## src/rtl/mdu_sequencer.sv

```systemverilog
// mdu_sequencer: shift-add MULTU sequencer that writes the HiLo product and stalls the pipeline while busy
module mdu_sequencer #(
  parameter int WIDTH = 32
) (
  input  logic             clk,
  input  logic             rst,
  input  logic             start,
  input  logic [WIDTH-1:0] op_a,
  input  logic [WIDTH-1:0] op_b,
  input  logic             mf_req,
  input  logic             flush,
  output logic             busy,
  output logic             stall,
  output logic             hilo_we,
  output logic [WIDTH-1:0] hi_wdata,
  output logic [WIDTH-1:0] lo_wdata
);
  localparam int CW = $clog2(WIDTH) + 1;
  typedef enum logic [1:0] {IDLE, RUN, DONE} state_t;
  state_t state, state_nx;
  logic [WIDTH-1:0] mcand;
  logic [2*WIDTH:0] acc, acc_add, acc_nx;
  logic [CW-1:0] cnt;
  logic last;
  always_comb begin
    acc_add  = acc[0] ? {acc[2*WIDTH:WIDTH] + {1'b0, mcand}, acc[WIDTH-1:0]} : acc;
    acc_nx   = acc_add >> 1;
    last     = cnt == CW'(WIDTH - 1);
    state_nx = flush ? IDLE :
               state == IDLE ? (start ? RUN : IDLE) :
               state == RUN  ? (last ? DONE : RUN) : IDLE;
  end
  assign busy    = state != IDLE;
  assign stall   = (start || mf_req) && busy;
  // the write is dropped if this DONE cycle is squashed or reset
  assign hilo_we = state == DONE && !flush && rst;
  always_ff @(posedge clk) begin
    if (!rst) begin
      state    <= IDLE;
      cnt      <= '0;
      acc      <= '0;
      mcand    <= '0;
      hi_wdata <= '0;
      lo_wdata <= '0;
    end else begin
      state <= state_nx;
      if (state == IDLE && start && !flush) begin
        mcand <= op_a;
        acc   <= {{(WIDTH+1){1'b0}}, op_b};
        cnt   <= '0;
      end
      if (state == RUN && !flush) begin
        acc <= acc_nx;
        cnt <= cnt + 1'b1;
        if (last) {hi_wdata, lo_wdata} <= acc_nx[2*WIDTH-1:0];
      end
    end
  end
endmodule
```

## config.mk

```make
export PLATFORM = sky130hd
export DESIGN_NAME = mdu_sequencer
export DESIGN_NICKNAME = d
export VERILOG_FILES = /design/src/rtl/mdu_sequencer.sv
export SDC_FILE = /design/constraint.sdc
export NUM_CORES = 1
export LEC_CHECK = 0
export ABC_CLOCK_PERIOD_IN_PS = 7180
export CAP_MARGIN = 25
export CORE_MARGIN = 10
export CORE_UTILIZATION = 50
export CTS_BUF_LIST = sky130_fd_sc_hd__clkbuf_8 sky130_fd_sc_hd__clkbuf_16
export DETAILED_ROUTE_END_ITERATION = 10
export HOLD_SLACK_MARGIN = 0.06
export PLACE_DENSITY_LB_ADDON = 0.05
export SYNTH_ARGS = -nofsm -noshare
export SYNTH_HDL_FRONTEND = slang
export SYNTH_SLANG_ARGS = --single-unit
```

## constraint.sdc

```tcl
create_clock -name clk -period 7.18 [get_ports clk]
set_input_delay 1.436 -clock clk [delete_from_list [all_inputs] [get_ports clk]]
set_output_delay 1.436 -clock clk [all_outputs]
set_load 0.01 [all_outputs]
```

==> results.json, run 1 <==
{
  "dp_cells": 1314,
  "crit_chain": "buf_4, nor4bb_1, clkdlybuf4s50_1",
  "cts.clk_slew.worst_paths_ns": 0.06,
  "hold_path.class": "reg -> reg",
  "track_usage": 0.196,
  "fin_ws_ns": 2.85,
  "synth-adder-area-share": 0.0507,
  "status": "complete, no violations",
  "rsz0062_at_grt": "false",
  "ys_ff_latch": 168,
  "hpwlAfterDp_microns": 15000,
  "cts_hold_buf": 0,
  "synth_edf_count": 0,
  "drtIter0Drc": 478,
  "cp.buffers_inverters": 2,
  "synth_ff_type": "dfxtp_1",
  "cp-end-kind": "output pin",
  "place_area_sq_um": 9890,
  "synthArstFlopShare": 0,
  "syn_nets": 1129,
  "fill_cells": 1498,
  "swShare": 0.239,
  "antenna_found_initial": 0,
  "power_density_nw_per_um2": 196,
  "clockRootBuffer": "clkbuf_16",
  "grt_pass1_vias": 7209,
  "p_seq_frac": 0.477,
  "synthMuxAreaShare": 0.0248,
  "ant_nets": 0,
  "wl_per_cell_microns": 16.6,
  "tritoncts": "yes",
  "required_ns": 5.74,
  "cts_buffers": 17,
  "htree_levels": 4,
  "leakage_nw": 3.99,
  "p_sw_uw": 488,
  "synth.cell_area_sq_um": 8540,
  "critical_path.slowest_cell": "clkdlybuf4s50_1",
  "ys_types": 74,
  "yosys_warnings": 0,
  "finalPower_mw": 2.04,
  "drive_above_1_share": 0.0622,
  "totalWireLength_microns": 22300,
  "clkPwrFrac": 0.434,
  "final_util": 0.628,
  "ys_seq_area_frac": 0.394,
  "avgSynthCellArea_sq_um": 8.32,
  "synth_top_family_by_area": "compound AO/OA/AOI/OAI gates",
  "critPathMaxFanout": 69,
  "skew_ns": 0.0112,
  "finalCriticalPeriod_ns": 4.33,
  "clockBufferDepth": 2,
  "drt_pre_antenna_iters": 5,
  "die_h_microns": 151,
  "max_freq_mhz": 231,
  "synth_xor_area_frac": 0.0267,
  "finalSetupTns_ns": 0,
  "cts_setup_buffers": 0,
  "fin_crit_sh": 0.602,
  "fp.dieW_microns": 151,
  "hold-worst-slack_ns": 0.461,
  "ios": 136,
  "crit_family": "buffers and inverters",
  "slew_violations": 0,
  "dieArea_sq_um": 22700,
  "synthSimpleGateAreaFrac": 0.195,
  "remaining_drc_errors": 0,
  "cts_resized": 0,
  "hold_viol": 0,
  "slowest_delay_ns": 0.61,
  "synth_compound_area_frac": 0.263,
  "start_util": 0.513,
  "pwr-share-comb": 0.089,
  "fin_nets": 1216,
  "dp_slack_ns": 2.63,
  "coreArea_sq_um": 16600,
  "worstPathArrival_ns": 2.89,
  "syn_inst": 1026,
  "vdd_ir_drop_max_mv": 0.177,
  "relSlewSlack": 0.392,
  "antenna_cells": 0,
  "vias": 7455,
  "tightest_slew_ns": 0.911,
  "grt_overflow": 0,
  "criticalPathCategory": "in -> out",
  "worstSetupStartpointType": "primary input",
  "grt_pass1_wl_microns": 36600,
  "finalSetupViolCount": 0,
  "drt-vias-per-instance": 5.54,
  "grt_max_degree": 107,
  "finalNonFillerCells": 1345,
  "cts.sinks": 168,
  "port_buffers": 135,
  "clock_latency_ns": 0.43,
  "p_int_mw": 1.56,
  "globalplace.congestion": 0.902,
  "drv_cap": 0,
  "fp-row-count": 47,
  "area_growth_pct": 22.5,
  "design_area_sq_um": 10500
}
==> worst reg2reg max path: cells and delay by family (launching register included) <==
family	cells	cell delay (ns)
buffers and inverters	1	0.59
AO/OA/AOI/OAI	1	0.16
flip-flops	1	0.34
AND/OR/NAND/NOR	4	1.68
==> cells in the mapped netlist, types with 4 or more instances <==
| cell | instances | share of area |
|---|---|---|
| nand2_1 | 194 | 0.085 |
| dfxtp_1 | 168 | 0.39 |
| nor2_1 | 90 | 0.040 |
| a21oi_1 | 68 | 0.040 |
| a21boi_0 | 64 | 0.056 |
| clkbuf_1 | 54 | 0.024 |
| o21ai_0 | 47 | 0.028 |
| ha_1 | 33 | 0.048 |
| o221ai_1 | 31 | 0.032 |
| nand3_1 | 23 | 0.013 |
| and2_1 | 21 | 0.015 |
| xnor2_1 | 21 | 0.022 |
| mux2i_1 | 20 | 0.023 |
| o211a_1 | 15 | 0.018 |
| buf_2 | 13 | 0.0076 |
| o21ai_1 | 12 | 0.0070 |
| nor2b_1 | 10 | 0.0073 |
| a21o_1 | 8 | 0.0070 |
| inv_1 | 8 | 0.0035 |
| a211oi_1 | 7 | 0.0062 |
| a31oi_1 | 7 | 0.0051 |
| nor3_1 | 7 | 0.0041 |
| a21oi_2 | 6 | 0.0062 |
| a32o_1 | 5 | 0.0059 |
| nor3b_1 | 5 | 0.0044 |
| o211ai_1 | 5 | 0.0044 |
| xor2_1 | 5 | 0.0051 |
| a31o_1 | 4 | 0.0041 |
| nand4_1 | 4 | 0.0029 |
| nand4b_1 | 4 | 0.0041 |
| o21a_1 | 4 | 0.0035 |
==> placed cells by master, fill, tap and decap left out, drive strengths merged, types with 7 or more instances in the layout <==
master and instances:
ha 33, nand2 195, buf 10, nor2b 10, clkdlybuf4s50 134, o21ai 62, a31oi 8, o221ai 32
a21oi 74, nor2 91, o211a 16, a211oi 10, inv 12, clkbuf 18, a21o 8, o211ai 7
nand3 24, dfxtp 168, xnor2 21, nor3 8, mux2i 20, and2 21, a21boi 67
==> layout make-up <==
cell class                      count  area (sq um)  area share
Tap cell                          220           275      0.0263
Clock buffer                       18           439      0.0420
Sequential cell                   168          3360       0.322
Timing Repair Buffer              144          1420       0.136
Inverter                            8          30.0     0.00287
Clock inverter                     13           133      0.0127
Multi-Input combinational cell    774          4790       0.458
==> metal layers <==
metal,vias to the layer above,share of wire,GRT usage
met5,-,0,0
li1,3795,-,-
met1,3495,0.47,0.254
met4,0,0.0074,0.0414
met2,151,0.46,0.318
met3,14,0.060,0.0546
==> final timing paths <==
kind	start	to	slack, ns	cells after the start
worst min-delay path	lo_wdata[4]$_SDFFE_PN0P_	lo_wdata[4]$_SDFFE_PN0P_	0.46	2
worst min register to register	lo_wdata[4]$_SDFFE_PN0P_	lo_wdata[4]$_SDFFE_PN0P_	0.46	2
worst max register to register	state[1]$_SDFF_PP0_	hi_wdata[30]$_SDFFE_PN0P_	4.32	6
worst max-delay path	rst	hilo_we	2.85	3
==> power by group through the flow <==
stage / combinational, mW / clock, mW / sequential [mW]
floorplan: 0.117 / 0 / 0.990
global placement: 0.179 / 0 / 0.997
detailed placement: 0.181 / 0 / 0.997
CTS: 0.182 / 0.902 / 0.976
global route: 0.201 / 0.941 / 0.979
finish: 0.181 / 0.887 / 0.976
==> cells by family (layout without fill, tap and decap cells) <==
logic type / count (synthesis) / after routing
AO/OA/AOI/OAI: 316 / 316
buffers and inverters: 84 / 183
flip-flops: 168 / 168
AND/OR/NAND/NOR: 377 / 377
multiplexers: 21 / 21
XOR/XNOR: 26 / 26
adder cells (fa/ha/maj): 34 / 34
==> flip-flops by register name, summed over array words and instances (netlist names) <==
name / count
acc: 64
cnt: 6
hi_wdata: 32
lo_wdata: 32
mcand: 32
state: 2
No activity file was read; power rests on OpenSTA's default activity.
==> inputs of run 2 (changes only) <==
--- a/config.mk
+++ b/config.mk
@@ -5,10 +5,10 @@
 export SDC_FILE = /design/constraint.sdc
 export NUM_CORES = 1
 export LEC_CHECK = 0
-export ABC_CLOCK_PERIOD_IN_PS = 7180
+export ABC_CLOCK_PERIOD_IN_PS = 3650
 export CAP_MARGIN = 25
 export CORE_MARGIN = 10
-export CORE_UTILIZATION = 50
+export CORE_UTILIZATION = 49
 export CTS_BUF_LIST = sky130_fd_sc_hd__clkbuf_8 sky130_fd_sc_hd__clkbuf_16
 export DETAILED_ROUTE_END_ITERATION = 10
 export HOLD_SLACK_MARGIN = 0.06
==> constraint.sdc (replaced) <==
create_clock -name clk -period 3.65 [get_ports clk]
set_input_delay 0.73 -clock clk [delete_from_list [all_inputs] [get_ports clk]]
set_output_delay 0.73 -clock clk [all_outputs]
set_load 0.01 [all_outputs]
==> results.json, run 2 (synthesized netlist as in run 1, its figures left out) <==
{
  "totalWireLength_microns": 22400,
  "antenna_cells": 0,
  "reg2reg_to": "hi_wdata[29]$_SDFFE_PN0P_",
  "cp.buffers_inverters": 2,
  "cts_hold_buf": 0,
  "critical_path.slowest_cell": "clkdlybuf4s50_1",
  "coreArea_sq_um": 17200,
  "crit_chain": "clkdlybuf4s50_1, nor4bb_1, clkdlybuf4s50_1",
  "fin_crit_sh": 0.798,
  "dp_slack_ns": 0.632,
  "rrSetupSlack_ns": 0.75,
  "remaining_drc_errors": 0,
  "cts.sinks": 168,
  "required_ns": 2.92,
  "status": "complete, no violations",
  "final_common_cell": "nand2_1",
  "relSlewSlack": 0.519,
  "antenna_found_initial": 0,
  "dieArea_sq_um": 23100,
  "die_h_microns": 152,
  "final_cell_mix": "nand2_1, dfxtp_1, clkdlybuf4s50_1",
  "fp.dieW_microns": 152,
  "regArea_sq_um": 3360,
  "wl_per_cell_microns": 16.6,
  "leakage_nw": 4.04,
  "hold_viol": 0,
  "ios": 136,
  "finalSetupTns_ns": 0,
  "drive_above_1_share": 0.0698,
  "area_growth_pct": 23.8,
  "tritoncts": "yes",
  "swShare": 0.261,
  "clock_latency_ns": 0.44,
  "crit_top_cell": "clkdlybuf4s50_1",
  "critPathMaxFanout": 5,
  "clockRootBuffer": "clkbuf_16",
  "cp-end-kind": "output pin",
  "finalSetupViolCount": 0,
  "globalplace.congestion": 0.880,
  "fin_nets": 1221,
  "worstPathArrival_ns": 2.18,
  "largest-register": "acc",
  "tightest_slew_ns": 0.719,
  "track_usage": 0.190,
  "finalCriticalPeriod_ns": 2.91,
  "drt-vias-per-instance": 5.49,
  "power_density_nw_per_um2": 386,
  "grt_max_degree": 174,
  "htree_levels": 4,
  "multi_input_area_sq_um": 4790,
  "clockBufferDepth": 2,
  "fill_cells": 1570,
  "p_sw_mw": 1.07,
  "worstSetupStartpointType": "primary input",
  "grt_pass1_wl_microns": 37200,
  "max_freq_mhz": 343,
  "vdd_ir_drop_max_mv": 0.307,
  "cts_resized": 0,
  "largest_reg_flops": 64,
  "drv_cap": 0,
  "holdPathEnd": "lo_wdata[20]$_SDFFE_PN0P_",
  "slew_violations": 0,
  "reg2regPathDepth": 10,
  "skew_ns": 0.0125,
  "rsz0062_at_grt": "false",
  "crit_family": "buffers and inverters",
  "port_buffers": 135,
  "criticalPathCategory": "in -> out",
  "grt_pass1_vias": 7117,
  "ant_nets": 0,
  "hpwlAfterDp_microns": 15400,
  "cts_setup_buffers": 0,
  "cts.clk_slew.worst_paths_ns": 0.07,
  "p_seq_frac": 0.470,
  "drtIter0Drc": 512,
  "drt_pre_antenna_iters": 5,
  "clkPwrFrac": 0.442,
  "vias": 7445,
  "fp-row-count": 48,
  "cts_buffers": 17,
  "p_int_mw": 3.02,
  "reg2reg_from": "mcand[0]$_SDFFE_PN0P_",
  "fin_ws_ns": 0.739,
  "grt_overflow": 0,
  "hold_depth": 2,
  "hold_path.class": "reg -> reg",
  "slowest_delay_ns": 0.59,
  "hp-start": "lo_wdata[20]$_SDFFE_PN0P_",
  "start_util": 0.497,
  "pwr-share-comb": 0.088
}
run 2: stage by stage:
stage / util / hold slack (ns) / cells / cell area (sq um) / total power [mW]
after floorplan: - / 0.428 / 1026 / 8540 / 2.18
after global placement: 0.581 / 0.452 / 1324 / 9990 / 2.32
after detailed placement: 0.581 / 0.459 / 1324 / 9990 / 2.32
after CTS: 0.615 / 0.469 / 1356 / 10600 / 4.12
after global routing: 0.615 / 0.485 / 1356 / 10600 / 4.23
final: 0.615 / 0.466 / 1356 / 10600 / 4.08
run 2: worst max-delay path by stage:
stage                                from                        end  cells after the start
floorplan           mcand[0]$_SDFFE_PN0P_       acc[53]$_SDFFE_PN0P_                     10
global placement                    flush  hi_wdata[27]$_SDFFE_PN0P_                      8
detailed placement                  flush  hi_wdata[27]$_SDFFE_PN0P_                      8
finish                              flush                    hilo_we                      3
global route        mcand[0]$_SDFFE_PN0P_       acc[61]$_SDFFE_PN0P_                     10
CTS                                 flush                    hilo_we                      3
run 2: layer usage:
layer / vias to the layer above / GRT usage / routed length (microns)
met4: 0 / 0.0582 / 269
met5: - / 0 / 0
met1: 3478 / 0.247 / 10900
li1: 3802 / - / -
met3: 21 / 0.0457 / 1010
met2: 144 / 0.303 / 10300
run 2: worst reg2reg max path, cell delays in order (launching register included):
cell and delay [ns]:
dfxtp_1 0.33, ha_1 0.25, fa_1 0.43, a211oi_1 0.23, o21a_2 0.27, a211oi_2 0.12
o21ai_1 0.43, a31oi_1 0.20, xnor2_1 0.18, nand2_1 0.10, a32o_1 0.25
run 2: power groups by stage:
stage / Clock, mW / Combinational, mW / Sequential (mW)
after floorplan: 0 / 0.231 / 1.95
after global placement: 0 / 0.358 / 1.96
after detailed placement: 0 / 0.361 / 1.96
after CTS: 1.83 / 0.363 / 1.92
after global routing: 1.91 / 0.399 / 1.92
final: 1.81 / 0.360 / 1.92
run 2: final cells by class:
cell class | instances | share of cell area
inverter | 8 | 0.00284
tap | 225 | 0.0266
multi-input combinational | 774 | 0.453
clock buffer | 17 | 0.0402
sequential | 168 | 0.318
timing repair buffer | 149 | 0.143
clock inverter | 15 | 0.0150
==> inputs of run 3 (changes only) <==
--- a/config.mk
+++ b/config.mk
@@ -5,10 +5,10 @@
 export SDC_FILE = /design/constraint.sdc
 export NUM_CORES = 1
 export LEC_CHECK = 0
-export ABC_CLOCK_PERIOD_IN_PS = 3650
+export ABC_CLOCK_PERIOD_IN_PS = 2900
 export CAP_MARGIN = 25
 export CORE_MARGIN = 10
-export CORE_UTILIZATION = 49
+export CORE_UTILIZATION = 50
 export CTS_BUF_LIST = sky130_fd_sc_hd__clkbuf_8 sky130_fd_sc_hd__clkbuf_16
 export DETAILED_ROUTE_END_ITERATION = 10
 export HOLD_SLACK_MARGIN = 0.06
==> constraint.sdc (replaced) <==
create_clock -name clk -period 2.9 [get_ports clk]
set_input_delay 0.58 -clock clk [delete_from_list [all_inputs] [get_ports clk]]
set_output_delay 0.58 -clock clk [all_outputs]
set_load 0.01 [all_outputs]
==> results.json, run 3 (synthesized netlist as in run 1, its figures left out) <==
{
  "status": "complete, no violations",
  "fp.dieW_microns": 151,
  "hold_viol": 0,
  "grt_pass1_wl_microns": 36900,
  "cts_setup_buffers": 0,
  "p_int_mw": 3.93,
  "fill_cells": 1522,
  "grt_max_degree": 174,
  "clock_latency_ns": 0.44,
  "drt_pre_antenna_iters": 5,
  "cts_buffers": 17,
  "hpwlAfterDp_microns": 15400,
  "fin_nets": 1227,
  "finalSetupTns_ns": 0,
  "remaining_drc_errors": 0,
  "rrSetupSlack_ns": 0.28,
  "slowest_delay_ns": 0.43,
  "antenna_found_initial": 0,
  "cts_resized": 0,
  "swShare": 0.243,
  "critPathMaxFanout": 5,
  "antenna_cells": 0,
  "crit_chain": "ha_1, fa_1, a211oi_1, o21a_2, a211oi_2, o21ai_1, buf_4, a31oi_1, xnor2_1, nand2_1, a32o_1",
  "cp-end-kind": "flop",
  "cts_hold_buf": 0,
  "worstSetupStartpointType": "flop",
  "power_density_nw_per_um2": 490,
  "htree_levels": 4,
  "tightest_slew_ns": 0.645,
  "largest_reg_flops": 64,
  "cts.sinks": 168,
  "p_seq_frac": 0.466,
  "rsz0062_at_grt": "false",
  "finalCriticalPeriod_ns": 2.62,
  "leakage_nw": 4.07,
  "tritoncts": "yes",
  "fp-row-count": 47,
  "finalSetupViolCount": 0,
  "grt_overflow": 0,
  "vdd_ir_drop_max_mv": 0.409,
  "worstPathArrival_ns": 2.95,
  "clkPwrFrac": 0.447,
  "die_h_microns": 151,
  "area_growth_pct": 24.2,
  "clockRootBuffer": "clkbuf_16",
  "criticalPathCategory": "reg -> reg",
  "relSlewSlack": 0.570,
  "clockBufferDepth": 2,
  "skew_ns": 0.0125,
  "pwr-share-comb": 0.088,
  "hold-worst-slack_ns": 0.461,
  "grt_pass1_vias": 7246,
  "cts.clk_slew.worst_paths_ns": 0.07,
  "critical_path.slowest_cell": "fa_1",
  "finalPower_mw": 5.19,
  "globalplace.congestion": 0.852,
  "final_cell_mix": "nand2_1, dfxtp_1, clkdlybuf4s50_1",
  "dieArea_sq_um": 22700,
  "max_freq_mhz": 382,
  "drtIter0Drc": 538,
  "track_usage": 0.199,
  "final_common_cell": "nand2_1",
  "slew_violations": 0,
  "totalWireLength_microns": 22400,
  "fin_crit_sh": 0.904,
  "required_ns": 3.23,
  "hold_path.class": "reg -> reg",
  "drive_above_1_share": 0.0739,
  "drv_cap": 0,
  "wl_per_cell_microns": 16.5,
  "drt-vias-per-instance": 5.56,
  "coreArea_sq_um": 16600,
  "p_sw_mw": 1.26,
  "ios": 136,
  "ant_nets": 0,
  "start_util": 0.513,
  "port_buffers": 135,
  "vias": 7540,
  "largest-register": "acc"
}
[run 3: cell count changes in the layout (fill, tap and decap cells not counted), moves of 2 or more]
| cell | delta |
|---|---|
| buf_12 | -2 |
| inv_8 | -2 |
| clkbuf_8 | +3 |
| buf_4 | +8 |
| inv_6 | -3 |
[run 3: final cells by class]
type	instances	area [sq um]	share of cell area
repair buffers	155	1540	0.145
clock buffers	20	467	0.0440
multi-input cells	774	4790	0.452
clock inverters	12	139	0.0131
inverters	8	30.0	0.00283
well taps	220	275	0.0260
flip-flops and latches	168	3360	0.317
[run 3: stage by stage]
stage / instance area [sq um] / instances / setup WS (ns) / utilization
final: 10600 / 1357 / 0.279 / 0.637
after global routing: 10600 / 1357 / 0.0536 / 0.637
after CTS: 10600 / 1357 / 0.282 / 0.637
after detailed placement: 10000 / 1325 / 0.311 / 0.601
after global placement: 10000 / 1325 / 0.335 / 0.601
after floorplan: 8540 / 1026 / 0.535 / -
[run 3: worst paths after layout]
path,cells past startpoint,start,end
setup / recovery,11,mcand[0]$_SDFFE_PN0P_,acc[61]$_SDFFE_PN0P_
hold / removal,2,lo_wdata[7]$_SDFFE_PN0P_,lo_wdata[7]$_SDFFE_PN0P_
setup reg to reg,11,mcand[0]$_SDFFE_PN0P_,acc[61]$_SDFFE_PN0P_
hold reg to reg,2,lo_wdata[7]$_SDFFE_PN0P_,lo_wdata[7]$_SDFFE_PN0P_
[run 3: metal layers]
metal | vias up | track usage | share of wire
li1 | 3813 | - | -
met5 | - | 0 | 0
met1 | 3512 | 0.258 | 0.46
met3 | 21 | 0.0576 | 0.065
met2 | 194 | 0.318 | 0.46
met4 | 0 | 0.0462 | 0.011
[run 3: power groups by stage]
stage	Combinational, mW	Clock [mW]	Sequential [mW]
3_3_place_gp	0.453	0	2.47
5_1_grt	0.507	2.46	2.42
4_1_cts	0.459	2.36	2.42
6_report	0.455	2.32	2.42
3_5_place_dp	0.456	0	2.47
2_1_floorplan	0.291	0	2.45
[run 3: critical path, delay by kind of cell, from the launching register on]
kind / cells / cell delay, ns
adder cells (fa/ha/maj): 2 / 0.68
flip-flops: 1 / 0.32
AO/OA/AOI/OAI: 6 / 1.13
XOR/XNOR: 1 / 0.16
buffers and inverters: 1 / 0.15
AND/OR/NAND/NOR: 1 / 0.08
==> patch 1, RTL diff (settings of run 1) <==
The 3 states of `state_t` get a one-hot encoding in 3 bits.
--- a/src/rtl/mdu_sequencer.sv
+++ b/src/rtl/mdu_sequencer.sv
@@ -16,7 +16,7 @@
   output logic [WIDTH-1:0] lo_wdata
 );
   localparam int CW = $clog2(WIDTH) + 1;
-  typedef enum logic [1:0] {IDLE, RUN, DONE} state_t;
+  typedef enum logic [2:0] {IDLE = 3'b001, RUN = 3'b010, DONE = 3'b100} state_t;
   state_t state, state_nx;
   logic [WIDTH-1:0] mcand;
   logic [2*WIDTH:0] acc, acc_add, acc_nx;
Check against the original RTL: no difference found for any inputs over 10 cycles, from zero or initial values and one cycle with rst low; not proved beyond that.
==> patch 1 against run 1 <==
  * Hold slack worse by 0.0077 ns
  * Synthesized area is 4.5% lower
  * Total power is 2.1% higher
  * Global-route usage is 0.78 points higher
  * Non-clock buffer count is 2 higher
  * Final cell count is 0.74% lower
  * Largest power group unchanged
  * Critical endpoint unchanged
  * Setup slack worse by 0.052 ns
  * Highest routed layer unchanged
  * Final area is 2.6% lower
  * Critical path type unchanged
  * Wire length is 1.1% higher
  * Sequential cell count is 1 higher
==> patch 1: results (changes against run 1) <==
• **post-cts repair resize count** 0, unchanged
• **r2r worst-path depth** 6, unchanged
• **end of the worst register-to-register path** hi_wdata[21]$_SDFFE_PN0P_
• **count of cells along the worst hold path** 2, unchanged
• **cts bufs inserted** 17, unchanged
• **yosys synthesis warning count** 0, unchanged
• **post-synthesis cell type count** 65, -12%
• **vias in the first global route** 7127, -1.1%
• **Hold WS** 0.454 ns, -0.00774 ns
• **CTS clock-pin slew for the worst setup and hold paths** 0.07 ns
• **Filler Cell Count** 1448, -3.3%
• **global-route wire length before repair** 36900 µm, +0.96%
• **total leakage power** 3.80 nW, -4.7%
• **end of the worst hold path** lo_wdata[16]$_SDFFE_PN0P_
• **worst clock skew on the final layout** 0.0117 ns, +0.000449 ns
• **number of nets in the finished design** 1210, -0.49%
• **wire length on met3** 1430 µm, +7.4%
• **number of flip-flops under the largest register name** 64, unchanged
• **pin count of the biggest net entering global routing** 100, -6.5%
• **Post-Synthesis Net Count** 1123, -0.53%
• **vias per cell** 5.66, +2.1%
• **top layer in use** met4
• **detailed-route wire length per cell** 16.9 µm, +1.9%
• **most area-consuming cells after synthesis** sky130_fd_sc_hd__dfxtp_1 (41%), sky130_fd_sc_hd__nand2_1 (8.1%), sky130_fd_sc_hd__a21oi_1 (7.6%), sky130_fd_sc_hd__nor2_1 (5.8%), sky130_fd_sc_hd__ha_1 (5.1%)
• **number of max-slew violations in the final report** 0, unchanged
• **Crit Path Max Fanout** 62, -10%
• **Tightest Pin Transition** 0.836 ns, -0.0748 ns
• **run status** completed
• **share of synthesized area occupied by flip-flops and latches** 41.5%, +2.1 points
• **async set or reset register ratio after synthesis** 0%, unchanged
• **placed wire-length estimate** 14900 µm, -0.54%
• **H-tree levels** 4, unchanged
• **R2R Path Start** state[0]$_SDFF_PP1_
• **register containing the most flip-flops in the final layout** acc
• **global-route usage over all layers** 20.4%, +0.78 points
• **setup fix buffers added after clock tree synthesis** 0, unchanged
• **Antenna Cells** 0, unchanged
• **number of port buffers** 135, unchanged
• **arrival time of the worst setup path** 2.94 ns, +0.05 ns
• **r2r setup slk** 4.26 ns, -0.06 ns
• **length of the first detailed-routing pass in iterations** 5, unchanged
• **wire length on met2** 10200 µm, -1.2%
• **ratio of cells with drive above 1 in the final layout** 5.36%, -0.86 points
• **Synth top cells by count** sky130_fd_sc_hd__nand2_1 (177), sky130_fd_sc_hd__dfxtp_1 (169), sky130_fd_sc_hd__nor2_1 (126)
• **maximum count of clock buffers along a single path** 2, unchanged
• **maximum vdd drop** 0.170 mV, -4.5%
• **total of max-cap violations** 0, unchanged
• **switching power share of the total** 23.8%, -0.13 points
• **hold path startpoint** lo_wdata[16]$_SDFFE_PN0P_
• **weighted congestion at the end of routability-driven global placement** 0.890, -1.3%
• **met1 wire length** 10600 µm, +1.8%
• **Clock Latency Late Sink** 0.44 ns
• **type of the most critical hold path** reg -> reg
• **Iteration-0 DRC Markers** 590, +23%
• **Root Driver** sky130_fd_sc_hd__clkbuf_16
• **initial antenna violation count** 0, unchanged
patch 1: cell count changes after synthesis, sizes merged, moves of 16 or more:
cell | before | now
a21boi | 67 | 2
o211a | 16 | 0
a21oi | 74 | 127
nor2 | 91 | 126
o21ai | 62 | 42
nand2 | 195 | 177
patch 1: layer usage:
layer | up-vias | global-route usage [%]
li1 | 3809 | -
met3 | 24 | 5.04
met5 | - | 0
met4 | 0 | 6.29
met1 | 3519 | 26.9
met2 | 206 | 32.0
patch 1: critical path, cell delays in order:
cell and delay, ns:
sky130_fd_sc_hd__buf_2 0.08, sky130_fd_sc_hd__buf_4 0.53, sky130_fd_sc_hd__nand2_1 0.10, sky130_fd_sc_hd__nor4_1 0.17, sky130_fd_sc_hd__clkdlybuf4s50_1 0.59
patch 1: through the flow:
step / setup slack (ns) / std cells / utilization, % / power [mW] / cell area (µm²)
after floorplan: 3.41 / 1020 / - / 1.09 / 8160
after global placement: 2.67 / 1303 / 59.9 / 1.15 / 9550
after detailed placement: 2.62 / 1303 / 59.9 / 1.15 / 9550
after CTS: 2.82 / 1334 / 63.7 / 2.10 / 10200
after global routing: 2.66 / 1335 / 63.9 / 2.16 / 10200
final: 2.80 / 1335 / 63.9 / 2.09 / 10200
patch 1: final cells by class:
class / instances / share of cell area (%)
clock buffers: 18 / 4.31
clock inverters: 13 / 1.65
inverters: 7 / 0.270
multi-input cells: 766 / 43.7
flip-flops and latches: 169 / 33.2
well taps: 216 / 2.65
repair buffers: 146 / 14.2
patch 1: cells by family after synthesis:
kind of cell	count (synthesis)	share of synthesized area, %
multiplexers	20	2.48
adder cells (fa/ha/maj)	34	5.31
AND/OR/NAND/NOR	380	19.7
buffers and inverters	85	4.17
XOR/XNOR	23	2.47
flip-flops	169	41.5
AO/OA/AOI/OAI	309	24.4
patch 1: how the worst max path moves through the flow:
stage / start / endpoint / slack (ns) / cells after the start
2_1_floorplan: rst / hilo_we / 3.41 / 4
3_3_place_gp: flush / hi_wdata[26]$_SDFFE_PN0P_ / 2.67 / 7
3_5_place_dp: flush / hi_wdata[26]$_SDFFE_PN0P_ / 2.62 / 7
4_1_cts: rst / hilo_we / 2.82 / 5
5_1_grt: rst / hilo_we / 2.66 / 5
6_report: rst / hilo_we / 2.80 / 5
patch 1: power groups by stage:
stage / clock (mW) / sequential [mW] / combinational, mW
after global routing: 0.999 / 0.979 / 0.177
after CTS: 0.964 / 0.976 / 0.158
after global placement: 0 / 0.997 / 0.156
final: 0.951 / 0.977 / 0.160
after detailed placement: 0 / 0.997 / 0.157
after floorplan: 0 / 0.992 / 0.0951
==> patch 2, RTL diff (config.mk and constraints of run 1) <==
Without the edit above. Set the parameter `WIDTH` to 16 (it was 32).
--- a/src/rtl/mdu_sequencer.sv
+++ b/src/rtl/mdu_sequencer.sv
@@ -1,6 +1,6 @@
 // mdu_sequencer: shift-add MULTU sequencer that writes the HiLo product and stalls the pipeline while busy
 module mdu_sequencer #(
-  parameter int WIDTH = 32
+  parameter int WIDTH = 16
 ) (
   input  logic             clk,
   input  logic             rst,
Ports: changed (resized hi_wdata, lo_wdata, op_a and op_b); port bits go from 136 to 72. The function was not compared with the original's and may differ.
==> patch 2 against run 1 <==
  * Setup slack got worse by 0.32 ns
  * Wire length decreased by 51%
  * Total power decreased by 55%
  * Hold slack got worse by 0.0095 ns
  * Sequential cell count decreased by 81
  * Clock skew increased by 0.00094 ns
  * Final area decreased by 50%
  * Synthesized area decreased by 49%
==> patch 2: results (changes against run 1) <==
• **Crit Path Max Fanout** 17, -75%
• **proportion of netlist area held by the largest area contributor** 40.0%, +0.66 points
• **DP Area** 0.00501 mm², -49%
• **number of port buffers** 71, -47%
• **number of flip-flops under the largest register name** 32, -50%
• **most area-consuming cells after synthesis** sky130_fd_sc_hd__dfxtp_1 (40%), sky130_fd_sc_hd__nand2_1 (9.6%), sky130_fd_sc_hd__a21oi_1 (7.7%), sky130_fd_sc_hd__ha_1 (5.2%), sky130_fd_sc_hd__nor2_1 (4.2%)
• **Placed Cells incl. Taps** 676, -49%
• **Post-Route WL** 11000 µm, -51%
• **Tightest Pin Transition** 0.851 ns, -0.0605 ns
• **pin count of the biggest net entering global routing** 74, -31%
• **global-route usage over all layers** 16.6%, -3.0 points
• **vias in the first global route** 3694, -49%
• **Filler Cell Count** 778, -48%
• **Post-Synthesis Net Count** 586, -48%
• **met1 wire length** 5110 µm, -51%
• **maximum vdd drop** 0.0914 mV, -48%
• **share of synthesized area occupied by flip-flops and latches** 40.0%, +0.66 points
• **post-synthesis cell type count** 60, -19%
• **run status** completed
• **total leakage power** 1.92 nW, -52%
• **arrival time of the worst setup path** 3.21 ns, +0.32 ns
• **GR met1 Demand/Resource** 21.0%, -4.4 points
• **ratio of cells with drive above 1 in the final layout** 6.47%, +0.25 points
• **detailed-route wire length per cell** 15.8 µm, -4.5%
• **met3 track demand over resource in global routing** 3.86%, -1.6 points
• **Synth top cells by count** sky130_fd_sc_hd__nand2_1 (111), sky130_fd_sc_hd__dfxtp_1 (87), sky130_fd_sc_hd__a21oi_1 (67)
• **CTS clock-pin slew for the worst setup and hold paths** 0.09 ns, +0.03 ns
• **Cells after Synth** 530, -48%
• **weighted congestion at the end of routability-driven global placement** 0.865, -4.0%
• **Root Driver** sky130_fd_sc_hd__clkbuf_8
• **Clock Latency Late Sink** 0.36 ns, -0.07 ns
• **number of nets in the finished design** 638, -48%
• **worst clock skew on the final layout** 0.0121 ns, +0.000939 ns
patch 2: cell count changes in the layout (fill, tap and decap cells not counted), sizes merged, moves of 19 or more:
| cell | change |
|---|---|
| a21boi | -67 |
| and2 | -19 |
| clkdlybuf4s50 | -63 |
| dfxtp | -81 |
| nand2 | -84 |
| nor2 | -41 |
| o21ai | -43 |
| o221ai | -32 |
patch 2: cells by family after synthesis:
family	after synthesis	synth area share (%)
flops	87	40.0
mux	8	1.87
xor+xnor	5	1.01
simple gates	207	21.1
buf+inv	43	5.93
compound gates	161	24.5
fa+ha+maj	19	5.64
patch 2: cell type report:
class	count	area, µm²	share of cell area [%]
clock inverter	7	55.1	1.06
timing repair buffer	77	756	14.6
clock buffer	9	124	2.39
sequential	87	1740	33.6
tap	105	131	2.53
multi-input combinational	400	2360	45.4
inverter	7	26.3	0.506
patch 2: metrics by stage:
| stage | setup slack, ns | hold WS (ns) |
|---|---|---|
| 2_1_floorplan | 3.69 | 0.415 |
| 3_3_place_gp | 2.55 | 0.429 |
| 3_5_place_dp | 2.52 | 0.445 |
| 4_1_cts | 2.51 | 0.458 |
| 5_1_grt | 2.43 | 0.476 |
| 6_report | 2.53 | 0.452 |
patch 2: worst paths after layout:
path                           to  depth (start not counted)  slack, ns                  start
max                       hilo_we                          4       2.53                    rst
min           cnt[3]$_SDFFE_PN0P_                          1       0.45    cnt[3]$_SDFFE_PN0P_
max reg2reg  acc[28]$_SDFFE_PN0P_                          7       4.67  mcand[4]$_SDFFE_PN0P_
min reg2reg   cnt[3]$_SDFFE_PN0P_                          1       0.45    cnt[3]$_SDFFE_PN0P_
patch 2: report_power, final:
group / internal, mW / switching (mW)
Clock: 0.129 / 0.188
Sequential: 0.494 / 0.00847
Combinational: 0.0402 / 0.0512
Total: 0.663 / 0.248
